`src/rtl/calculator_pkg.sv`:
```
// Shared types and defaults for the streaming calculator controller.
// Optional overflow flag is enabled with the CALC_OVF_FLAG_EN macro.
package calculator_pkg;

    localparam int DEF_ADDR_W        = 10;
    localparam int DEF_DATA_W        = 32;
    localparam int DEF_MEM_WORD_SIZE = 64;

    localparam logic MODE_ADD = 1'b0;
    localparam logic MODE_SUB = 1'b1;

    typedef enum logic [2:0] {
        S_IDLE,
        S_READ,
        S_LOAD,
        S_ADD,
        S_WRITE,
        S_DONE
    } stream_state_t;

endpackage

```
`src/rtl/calc_result_packer.sv`:
```
// PACK-slot result buffer: fills slot 0 first, flags the write that fills the
// last slot, and zero-fills on clear so partial words flush with empty slots.
module calc_result_packer #(
    parameter int DATA_W = 32,
    parameter int PACK   = 2
) (
    input  logic                     clk_i,
    input  logic                     rst_i,
    input  logic                     clear_i,
    input  logic                     wr_en_i,
    input  logic [DATA_W-1:0]        data_i,
    output logic [PACK*DATA_W-1:0]   buf_o,
    output logic                     full_o
);

    localparam int K_W = $clog2(PACK);

    logic [K_W-1:0]          slot_q;
    logic [PACK*DATA_W-1:0]  buf_q;

    // PACK is a power of two, so the slot counter wraps to 0 on its own.
    assign full_o = wr_en_i && (slot_q == K_W'(PACK - 1));
    assign buf_o  = buf_q;

    // NOTE: sequential state uses non-blocking assignments only, so every
    // register samples its inputs from the same pre-edge snapshot.
    always_ff @(posedge clk_i) begin
        if (rst_i || clear_i) begin
            buf_q  <= '0;
            slot_q <= '0;
        end else if (wr_en_i) begin
            buf_q[int'(slot_q)*DATA_W +: DATA_W] <= data_i;
            slot_q                               <= slot_q + 1'b1;
        end
    end

endmodule

```
`src/rtl/calc_stream_controller.sv`:
```
// Streams operand pairs from memory through the external adder and writes packed
// results back. Define CALC_OVF_FLAG_EN to add carry_i and the sticky ovf_o flag.
module calc_stream_controller
    import calculator_pkg::*;
#(
    parameter int ADDR_W        = DEF_ADDR_W,
    parameter int DATA_W        = DEF_DATA_W,
    parameter int MEM_WORD_SIZE = DEF_MEM_WORD_SIZE
) (
    input  logic                     clk_i,
    input  logic                     rst_i,
    input  logic                     start_i,
    input  logic                     mode_i,
    input  logic [ADDR_W-1:0]        read_start_addr,
    input  logic [ADDR_W-1:0]        read_end_addr,
    input  logic [ADDR_W-1:0]        write_start_addr,
    input  logic [ADDR_W-1:0]        write_end_addr,
    output logic                     read_n,
    output logic [ADDR_W-1:0]        r_addr,
    input  logic [MEM_WORD_SIZE-1:0] r_data,
    output logic                     write_n,
    output logic [ADDR_W-1:0]        w_addr,
    output logic [MEM_WORD_SIZE-1:0] w_data,
    output logic [DATA_W-1:0]        op_a,
    output logic [DATA_W-1:0]        op_b,
    output logic                     op_sub,
    input  logic [DATA_W-1:0]        sum_i,
    output logic                     busy_o,
    output logic                     done_o
`ifdef CALC_OVF_FLAG_EN
    ,
    input  logic                     carry_i,
    output logic                     ovf_o
`endif
);

    localparam int PACK  = MEM_WORD_SIZE / DATA_W;
    localparam int PAIRS = PACK / 2;
    localparam int P_W   = (PAIRS > 1) ? $clog2(PAIRS) : 1;

    stream_state_t            state_q, state_d;
    logic                     mode_q;
    logic [ADDR_W-1:0]        rd_end_q, wr_end_q;
    logic [ADDR_W-1:0]        r_addr_q, r_addr_d, w_addr_q, w_addr_d;
    logic [MEM_WORD_SIZE-1:0] opreg_q, opreg_d;
    logic [P_W-1:0]           pair_q, pair_d;
    logic [DATA_W-1:0]        op_a_q, op_b_q, add_a, add_b;
    logic                     src_done_q, src_done_d;
    logic                     accept, range_bad, pair_last, src_last;
    logic                     pk_clear, pk_wr, pk_full;
    logic [MEM_WORD_SIZE-1:0] pk_buf;

    assign accept    = (state_q == S_IDLE) && start_i;
    assign range_bad = (read_end_addr < read_start_addr) || (write_end_addr < write_start_addr);
    assign add_a     = opreg_q[(2*int'(pair_q)+1)*DATA_W +: DATA_W];
    assign add_b     = opreg_q[(2*int'(pair_q))*DATA_W +: DATA_W];
    assign pair_last = (pair_q == P_W'(PAIRS - 1));
    assign src_last  = (r_addr_q == rd_end_q);

    calc_result_packer #(
        .DATA_W (DATA_W),
        .PACK   (PACK)
    ) u_packer (
        .clk_i   (clk_i),
        .rst_i   (rst_i),
        .clear_i (pk_clear),
        .wr_en_i (pk_wr),
        .data_i  (sum_i),
        .buf_o   (pk_buf),
        .full_o  (pk_full)
    );

    // NOTE: every always_comb output gets a default first so no path can
    // leave a variable unassigned and infer a latch.
    always_comb begin
        state_d    = state_q;
        r_addr_d   = r_addr_q;
        w_addr_d   = w_addr_q;
        opreg_d    = opreg_q;
        pair_d     = pair_q;
        src_done_d = src_done_q;
        pk_clear   = 1'b0;
        pk_wr      = 1'b0;
        case (state_q)
            S_IDLE: begin
                if (start_i) begin
                    pk_clear   = 1'b1;
                    r_addr_d   = read_start_addr;
                    w_addr_d   = write_start_addr;
                    src_done_d = 1'b0;
                    state_d    = range_bad ? S_DONE : S_READ;
                end
            end
            S_READ:  state_d = S_LOAD;
            S_LOAD: begin
                opreg_d = r_data;
                pair_d  = '0;
                state_d = S_ADD;
            end
            S_ADD: begin
                pk_wr = 1'b1;
                if (pair_last) begin
                    r_addr_d = r_addr_q + 1'b1;
                    if (src_last) src_done_d = 1'b1;
                    state_d = (pk_full || src_last) ? S_WRITE : S_READ;
                end else begin
                    pair_d = pair_q + 1'b1;
                end
            end
            S_WRITE: begin
                pk_clear = 1'b1;
                w_addr_d = w_addr_q + 1'b1;
                state_d  = ((w_addr_q == wr_end_q) || src_done_q) ? S_DONE : S_READ;
            end
            S_DONE:  state_d = S_IDLE;
            default: state_d = S_IDLE;
        endcase
    end

    always_ff @(posedge clk_i) begin
        if (rst_i) begin
            state_q    <= S_IDLE;
            mode_q     <= MODE_ADD;
            rd_end_q   <= '0;
            wr_end_q   <= '0;
            r_addr_q   <= '0;
            w_addr_q   <= '0;
            opreg_q    <= '0;
            pair_q     <= '0;
            op_a_q     <= '0;
            op_b_q     <= '0;
            src_done_q <= 1'b0;
        end else begin
            state_q    <= state_d;
            r_addr_q   <= r_addr_d;
            w_addr_q   <= w_addr_d;
            opreg_q    <= opreg_d;
            pair_q     <= pair_d;
            src_done_q <= src_done_d;
            if (accept) begin
                mode_q   <= mode_i;
                rd_end_q <= read_end_addr;
                wr_end_q <= write_end_addr;
            end
            if (state_q == S_ADD) begin
                op_a_q <= add_a;
                op_b_q <= add_b;
            end
        end
    end

    // Operands are live in S_ADD so sum_i is valid the same cycle; held otherwise.
    assign op_a    = (state_q == S_ADD) ? add_a : op_a_q;
    assign op_b    = (state_q == S_ADD) ? add_b : op_b_q;
    assign op_sub  = (mode_q == MODE_SUB);
    assign read_n  = (state_q != S_READ);
    assign write_n = (state_q != S_WRITE);
    assign r_addr  = r_addr_q;
    assign w_addr  = w_addr_q;
    assign w_data  = pk_buf;
    assign busy_o  = (state_q != S_IDLE);
    assign done_o  = (state_q == S_DONE);

`ifdef CALC_OVF_FLAG_EN
    logic ovf_q;

    always_ff @(posedge clk_i) begin
        if (rst_i || accept) begin
            ovf_q <= 1'b0;
        end else if ((state_q == S_ADD) && carry_i) begin
            ovf_q <= 1'b1;
        end
    end

    assign ovf_o = ovf_q;
`endif

endmodule

```
`config.mk`:
```
export PLATFORM = sky130hd
export DESIGN_NAME = calc_stream_controller
export DESIGN_NICKNAME = d
export VERILOG_FILES = /design/src/rtl/calculator_pkg.sv /design/src/rtl/calc_result_packer.sv /design/src/rtl/calc_stream_controller.sv
export SDC_FILE = /design/constraint.sdc
export NUM_CORES = 1
export LEC_CHECK = 0
export CAP_MARGIN = 20
export CORE_ASPECT_RATIO = 1.25
export CORE_MARGIN = 4
export CORE_UTILIZATION = 50
export CTS_BUF_LIST = sky130_fd_sc_hd__clkbuf_16
export CTS_CLUSTER_SIZE = 12
export DETAILED_ROUTE_END_ITERATION = 12
export GPL_TIMING_DRIVEN = 0
export PLACE_DENSITY_LB_ADDON = 0.08
export SLEW_MARGIN = 10
export SYNTH_ARGS = -nofsm -noshare
export SYNTH_HDL_FRONTEND = slang
export SYNTH_SLANG_ARGS = --single-unit
```
`constraint.sdc`:
```
create_clock -name clk_i -period 4.7 [get_ports clk_i]
set_clock_uncertainty 0.05 [all_clocks]
set_input_delay 1.41 -clock clk_i [delete_from_list [all_inputs] [get_ports clk_i]]
set_output_delay 1.41 -clock clk_i [all_outputs]
set_load 0.01 [all_outputs]
```
==> flow_summary.yaml, run 1 <==
logic_synthesis:
  yosysMostFrequentCell: "nand2_1"
  yosys.area.top_type: "dfxtp_1"
  synth_edf_count: 0
  ys_types: 49
  ys_ff_latch: 238
  synth_area_leaders: "dfxtp_1 49%, nand2_1 20%, a21oi_1 9.7%, nor2b_1 4.3%, ha_1 2.6%"
  ys.flop_type: "dfxtp_1"
  seq_area_frac_synth: 0.495
  syn_area_sq_um: 9630
  synth_warnings: 0
  syn_avg_cell_area_sq_um: 7.65
  async_reset_ff_frac: 0
  synth_nets: 1418
  synth_top_area_share: 0.495
  syn-instance-count: 1258
  synth_commonest_cells: "510 x nand2_1, 238 x dfxtp_1, 186 x a21oi_1"
worst_setup_path:
  critPathRequiredTime_ns: 3.24
  slowest_delay_ns: 0.55
  cp_cell_sequence: "and3b_1, buf_2, buf_1, nand2_1, nand2_1, clkdlybuf4s50_1"
  r2r_end: "w_addr[0]$_SDFFE_PP0P_"
  critPathCaptureType: "output pin"
  r2r_slack_ns: 2.78
  arrival_ns: 2.69
  criticalPathCategory: "reg2out"
  start_kind: "flop"
  crit_top_cell: "nand2_1"
  r2r_start: "state_q[0]$_SDFFE_PP0P_"
  path_max_fanout: 10
  reg2regPathDepth: 6
  crit_path_top_delay_cell: "clkdlybuf4s50_1"
finish:
  drive_gt1_frac: 0.0416
  finalNetCount: 1736
  areaGrowthSynthToFinish_pct: 40.3
  n_fill_cell: 1592
place:
  place_congestion: 0.947
  io_buffers: 292
  dp_slack_ns: 0.715
  dp_hpwl_mm: 21.6
clock_network:
  clkLatencyLatePin_ns: 0.50
  cts_made_buffers: 24
  max-clock-path-buffers: 3
  post_cts_resized: 0
  cts_root_buf: "clkbuf_16"
  cts_tree: "built"
  cts.sinks: 238
  holdBufCountCts: 0
  htreeDepth: 1
  clkTransAtPathRegs_ns: 0.06
  cts_setup_buffers: 0
sta:
  layout_min_cycle_time_ns: 4.15
  clock.fmax_mhz: 241
  max_slew.worst_pin.slew_ns: 0.753
  fin_crit_sh: 0.883
  layout_setup_ws_ns: 0.548
  setup_violations: 0
  slew_headroom: 0.498
  slew_violations: 0
  grt_setup_unrepaired: "no"
  hold_viol: 0
  fin_tns_setup_ns: 0
min_path:
  whs_path_depth: 2
  hold_end: "u_packer.buf_o[2]$_SDFFE_PP0P_"
  hold_path.class: "reg2reg"
  hp-start: "u_packer.buf_o[2]$_SDFFE_PP0P_"
die:
  rows: 56
  die_x_microns: 132
  die_h_microns: 163
  pin_count: 293
  fp.coreArea_sq_um: 18800
  die_area_sq_um: 21500
  start_util: 0.511
grt:
  grt_max_degree: 13
  grt_pass1_vias: 9044
  grtUsageTotal: 0.256
  antenna_found_initial: 1
  grt_pass1_wl_mm: 45.5
  gr-total-overflow: 0
power:
  powerDensity_nw_per_um2: 429
  p_comb_frac: 0.292
  totalPowerFinal_mw: 5.79
  switching_share: 0.328
  internal_power_mw: 3.89
  power_frac_clock: 0.288
  switching_power_mw: 1.90
  leakage_nw: 5.11
  seqPwrFrac: 0.420
  peakVddDrop_uv: 346
route:
  remaining_drc_errors: 0
  wl_per_cell_microns: 15.8
  dr.pass1.iters: 5
  postRouteAntennaNets: 0
  drt_iter0_drc: 525
  wl_mm: 28.7
  via_per_inst: 5.15
  vias: 9369
run:
  maxCapViolations: 0
outcome:
  status: "finished, final reports clean"
[kinds of logic (layout without fill, tap and decap cells)]
kind of cell	after synthesis	count (layout)	synth area share
simple gates	640	640	0.281
flops	238	238	0.495
compound gates	232	232	0.131
buf+inv	107	435	0.0477
xor+xnor	21	21	0.0191
fa+ha+maj	20	20	0.0260
other cells	0	1	0
[flip-flops by register name (all words and copies together) (netlist names)]
register and flops:
op_b_q 32, w_addr 10, wr_end_q 10, u_packer.buf_o 64
u_packer.slot_q 1, op_a_q 32, rd_end_q 10, op_sub 1
r_addr 10, state_q 3, opreg_q 64, src_done_q 1
[cell type report]
type                            count  area [sq um]  area share
Sequential cell                   238          4760       0.353
Antenna cell                        1          2.50    0.000185
Clock inverter                     11          41.3     0.00306
Timing Repair Buffer              292          2920       0.216
Tap cell                          232           290      0.0215
Buffer                             84           373      0.0276
Multi-Input combinational cell    913          4400       0.326
Inverter                           23          86.3     0.00639
Clock buffer                       25           626      0.0463
[cell usage in the layout (no fill, tap or decap), drive strengths merged, types with 18 or more instances in the layout]
master / n
buf: 41
nand2: 511
ha: 20
dfxtp: 238
clkbuf: 68
a21oi: 187
inv: 31
xnor2: 21
clkdlybuf4s50: 292
o21ai: 18
nor2b: 66
[worst max-delay path by stage]
stage | from | end | slack [ns]
global placement | rst_i | w_addr[0]$_SDFFE_PP0P_ | 0.77
global route | state_q[0]$_SDFFE_PP0P_ | op_a[28] | 0.40
CTS | state_q[2]$_SDFFE_PP0P_ | op_a[27] | 0.54
detailed placement | rst_i | rd_end_q[4]$_SDFFE_PP0P_ | 0.71
finish | state_q[2]$_SDFFE_PP0P_ | op_a[27] | 0.55
floorplan | state_q[2]$_SDFFE_PP0P_ | op_a[24] | 2.05
[per-stage QoR]
step | utilization | std cells | hold slack (ns) | area [sq um]
after global placement | 0.681 | 1782 | 0.391 | 12800
after floorplan | - | 1258 | 0.387 | 9630
after CTS | 0.717 | 1818 | 0.403 | 13500
after global routing | 0.717 | 1819 | 0.418 | 13500
final | 0.717 | 1819 | 0.401 | 13500
after detailed placement | 0.681 | 1782 | 0.396 | 12800
[routing by layer]
layer,share of wire,vias to the layer above,GRT usage
met2,0.49,322,0.463
met5,0,-,0
met3,0.067,42,0.0496
met4,0.025,0,0.0697
met1,0.41,4301,0.311
li1,-,4704,-
[critical path: cells and delay by family, from the launching register on]
family | cells | cell delay, ns
buffers and inverters | 3 | 1.31
AND/OR/NAND/NOR | 3 | 0.56
flip-flops | 1 | 0.32
[power groups by stage]
stage	clock network [mW]	registers (mW)	logic, mW
detailed placement	0	2.47	1.68
global placement	0	2.46	1.66
global route	1.78	2.45	1.87
finish	1.67	2.43	1.69
CTS	1.70	2.43	1.69
floorplan	0	2.46	0.993
No activity file was read; power rests on OpenSTA's default activity.
==> run 2, diff against run 1 <==
- GPL_TIMING_DRIVEN: 0 -> not set
- REMOVE_ABC_BUFFERS: not set -> 1
==> run 2 against run 1 <==
  * Sequential power rose by 2%
  * Via count is 3.6% lower
  * Fmax is 6.2% lower
  * Hold slack better by 0.0020 ns
  * Clock power hardly changed
  * Global-route usage is 1.2 points lower
  * Largest power group unchanged
  * Highest routed layer unchanged
==> flow_summary.yaml, run 2 (same netlist as run 1, synthesis figures left out) <==
clock_network:
  max-clock-path-buffers: 3
  holdBufCountCts: 0
  cts_made_buffers: 24
  cts_setup_buffers: 0
  clkTransAtPathRegs_ns: 0.06
  cts.sinks: 238
  cts_root_buf: "clkbuf_16"
  cts_tree: "built"
  clkLatencyLatePin_ns: 0.50
  htreeDepth: 1
  post_cts_resized: 0
finish:
  stdcell_area_sq_um: 13300
  layout_common_cells: "510 x nand2_1, 291 x clkdlybuf4s50_1, 238 x dfxtp_1"
  final_common_cell: "nand2_1"
  finalNetCount: 1666
  areaGrowthSynthToFinish_pct: 38.0
  final_core_util: 0.705
  drive_gt1_frac: 0.0370
sta:
  fin_tns_setup_ns: 0
  layout_min_cycle_time_ns: 4.43
  grt_setup_unrepaired: "no"
  slew_violations: 0
  setup_violations: 0
  clock.fmax_mhz: 226
  max_slew.worst_pin.slew_ns: 0.960
  hold_viol: 0
  slew_headroom: 0.360
  fin_crit_sh: 0.942
worst_setup_path:
  critPathRequiredTime_ns: 3.24
  critPathCaptureType: "output pin"
  crit_path_top_delay_cell: "and3b_2"
  criticalPathCategory: "reg2out"
  crit_top_cell: "nand2_1"
  slowest_delay_ns: 0.87
  path_buf_inv: 2
  cp_cell_sequence: "and3b_2, buf_12, nand2_1, nand2_1, clkdlybuf4s50_1"
  start_kind: "flop"
  path_max_fanout: 45
  arrival_ns: 2.97
  cp_top_family: "simple AND/OR/NAND/NOR gates"
power:
  seqPwrFrac: 0.436
  powerDensity_nw_per_um2: 426
  p_comb_frac: 0.270
  power_frac_clock: 0.294
  leakage_nw: 5.00
  switching_share: 0.323
  internal_power_mw: 3.83
  switching_power_mw: 1.83
  peakVddDrop_uv: 262
route:
  postRouteAntennaNets: 0
  remaining_drc_errors: 0
  via_per_inst: 5.17
  drt_iter0_drc: 478
  wl_per_cell_microns: 15.7
  vias: 9032
  wl_mm: 27.4
  dr.pass1.iters: 4
die:
  die_h_microns: 163
  start_util: 0.511
  fp.coreArea_sq_um: 18800
  pin_count: 293
  die_x_microns: 132
  rows: 56
  die_area_sq_um: 21500
grt:
  gr-total-overflow: 0
  grt_max_degree: 95
  grt_pass1_wl_mm: 43.9
  antenna_found_initial: 1
  grt_pass1_vias: 8645
  grtUsageTotal: 0.244
min_path:
  hold_path.class: "reg2reg"
place:
  io_buffers: 292
  postPlaceCellArea_sq_um: 12600
  place_congestion: 0.860
  dp_hpwl_mm: 18.7
run:
  maxCapViolations: 0
outcome:
  status: "finished, final reports clean"
run 2: cell type report:
type | instances | area (sq um)
Multi-Input combinational cell | 913 | 4410
Sequential cell | 238 | 4760
Clock buffer | 25 | 626
Inverter | 23 | 86.3
Tap cell | 232 | 290
Timing Repair Buffer | 306 | 3070
Fill cell | 1600 | 5560
Clock inverter | 9 | 35.0
Antenna cell | 1 | 2.50
run 2: worst paths after layout:
check                                                    start                               to  slack [ns]  cells after the start
worst max-delay path                   state_q[0]$_SDFFE_PP0P_                         op_a[13]        0.27                      5
worst min-delay path            u_packer.buf_o[9]$_SDFFE_PP0P_   u_packer.buf_o[9]$_SDFFE_PP0P_        0.40                      2
worst max register to register         state_q[0]$_SDFFE_PP0P_  u_packer.buf_o[58]$_SDFFE_PP0P_        2.00                      5
worst min register to register  u_packer.buf_o[9]$_SDFFE_PP0P_   u_packer.buf_o[9]$_SDFFE_PP0P_        0.40                      2
run 2: power groups by stage:
stage / sequential [mW] / combinational [mW] / clock [mW]
after floorplan: 2.48 / 0.846 / 0
after global placement: 2.50 / 1.51 / 0
after detailed placement: 2.51 / 1.53 / 0
after CTS: 2.47 / 1.54 / 1.70
after global routing: 2.50 / 1.70 / 1.79
final: 2.47 / 1.53 / 1.67
run 2: routing by layer:
layer  routed length (microns)  up-vias  part of all wire  track usage
li1                          -     4554                 -            -
met1                     11100     4113              0.41        0.300
met2                     13100      326              0.48        0.411
met3                      2600       39             0.095       0.0807
met4                       620        0             0.023       0.0692
met5                         0        -                 0            0
run 2: tightest hold or removal path, stage by stage (launching register included):
cell and delay, ns:
dfxtp_1 0.30, nand2_1 0.05, a21oi_1 0.05
run 2: through the flow:
step	instances	worst slack, ns	hold WS (ns)	power, mW
2_1_floorplan	1174	0.369	0.381	3.33
3_3_place_gp	1711	0.873	0.391	4.01
3_5_place_dp	1712	0.811	0.395	4.04
4_1_cts	1746	0.260	0.403	5.70
5_1_grt	1747	0.0945	0.418	5.98
6_report	1747	0.275	0.403	5.66
==> run 3, diff against run 2 <==
- DONT_BUFFER_PORTS: not set -> 1
- MAX_ROUTING_LAYER: not set -> met4
==> run 3 against run 2 <==
  * Final cell count fell by 16%
  * Combinational power down 25%
  * Register-to-register slack better by 0.40 ns
  * Clock power is 8% higher
  * Global-route usage fell by 1.3 points
  * Count of clock-buffer cells in the layout stayed put
  * Critical path depth down 1
  * Utilization fell by 15 points
  * Critical endpoint is now op_a[7]
  * Largest cell class unchanged
==> flow_summary.yaml, run 3 (same netlist as run 1, synthesis figures left out) <==
outcome:
  status: "finished, final reports clean"
die:
  start_util: 0.511
  fp.coreArea_sq_um: 18800
  rows: 56
  die_x_microns: 132
  pin_count: 293
  die_h_microns: 163
  die_area_sq_um: 21500
worst_setup_path:
  critPathCaptureType: "output pin"
  critPathRequiredTime_ns: 3.24
  criticalPathCategory: "reg2out"
  path_max_fanout: 47
  start_kind: "flop"
  r2r_slack_ns: 2.40
  arrival_ns: 2.15
grt:
  grtUsageTotal: 0.231
  gr-total-overflow: 0
  grt_pass1_vias: 7460
  grt_max_degree: 174
  grt_pass1_wl_mm: 40.1
  antenna_found_initial: 0
route:
  vias: 7903
  dr.pass1.iters: 5
  drt_iter0_drc: 460
  postRouteAntennaNets: 0
  via_per_inst: 5.42
  remaining_drc_errors: 0
  wl_mm: 25.4
  wl_per_cell_microns: 17.4
clock_network:
  holdBufCountCts: 0
  clkTransAtPathRegs_ns: 0.06
  cts_tree: "built"
  cts.sinks: 238
  cts_root_buf: "clkbuf_16"
  clkLatencyLatePin_ns: 0.51
  htreeDepth: 1
  cts_made_buffers: 25
  max-clock-path-buffers: 3
  cts_setup_buffers: 0
  post_cts_resized: 0
sta:
  slew_violations: 0
  hold_viol: 0
  setup_violations: 0
  fin_tns_setup_ns: 0
  layout_setup_ws_ns: 1.09
  layout_min_cycle_time_ns: 3.61
  clock.fmax_mhz: 277
  slew_headroom: 0.551
  hold_ws_ns: 0.398
  grt_setup_unrepaired: "no"
  fin_crit_sh: 0.768
  max_slew.worst_pin.slew_ns: 0.673
place:
  place_inst: 1419
  postPlaceCellArea_sq_um: 9660
  dp_slack_ns: 1.64
  place_congestion: 0.842
  dp_hpwl_mm: 17.2
  io_buffers: 0
min_path:
  hold_path.class: "reg2reg"
finish:
  diodes: 0
  stdcell_area_sq_um: 10400
  drive_gt1_frac: 0.0465
  layout_common_cells: "510 x nand2_1, 238 x dfxtp_1, 186 x a21oi_1"
  final_common_cell: "nand2_1"
  fin_cells: 1459
  n_fill_cell: 1851
  finalNetCount: 1374
  areaGrowthSynthToFinish_pct: 8.08
power:
  powerDensity_nw_per_um2: 526
  peakVddDrop_uv: 343
  leakage_nw: 3.96
run:
  maxCapViolations: 0
[run 3: changes by cell type in the layout (fill, tap and decap cells not counted), sizes merged]
cell	change
inv	+3
bufinv	+2
diode	-1
clkdlybuf4s50	-291
buf	-2
clkinv	+1
[run 3: cell type report]
type	instances	area, sq um	share of cell area
Sequential cell	238	4760	0.458
Multi-Input combinational cell	913	4410	0.424
Clock buffer	25	626	0.0601
Tap cell	232	290	0.0279
Clock inverter	15	115	0.0111
Timing Repair Buffer	13	110	0.0106
Inverter	23	86.3	0.00830
[run 3: worst paths after layout]
check                            from                       end  cells after the start
min reg2reg  opreg_q[29]$_SDFFE_PP0P_  opreg_q[29]$_SDFFE_PP0P_                      2
max           state_q[0]$_SDFFE_PP0P_                   op_a[7]                      4
min          opreg_q[29]$_SDFFE_PP0P_  opreg_q[29]$_SDFFE_PP0P_                      2
max reg2reg   state_q[0]$_SDFFE_PP0P_    r_addr[6]$_SDFFE_PP0P_                      6
[run 3: per-stage QoR]
stage          power (mW)   util
6_report             5.48  0.552
3_5_place_dp         3.72  0.513
3_3_place_gp         3.68  0.512
2_1_floorplan        3.33      -
5_1_grt              5.79  0.552
4_1_cts              5.54  0.552
[run 3: power by group]
part	switching [mW]	total, mW	internal, mW
logic	0.752	1.14	0.386
clock network	0.754	1.81	1.06
registers	0.272	2.52	2.25
total	1.78	5.48	3.70
[run 3: per-layer routing]
metal,track usage,up-vias,wire (microns)
li1,-,3968,-
met1,0.276,3622,10100
met2,0.367,269,11900
met3,0.0872,44,2670
met4,0.0664,0,666
met5,-,-,0
[run 3: worst max-delay path, stage by stage, from the launching register on]
cell and delay [ns]:
dfxtp_1 0.56, and3b_2 0.32, buf_4 0.44, nand2_1 0.14, nand2_1 0.16
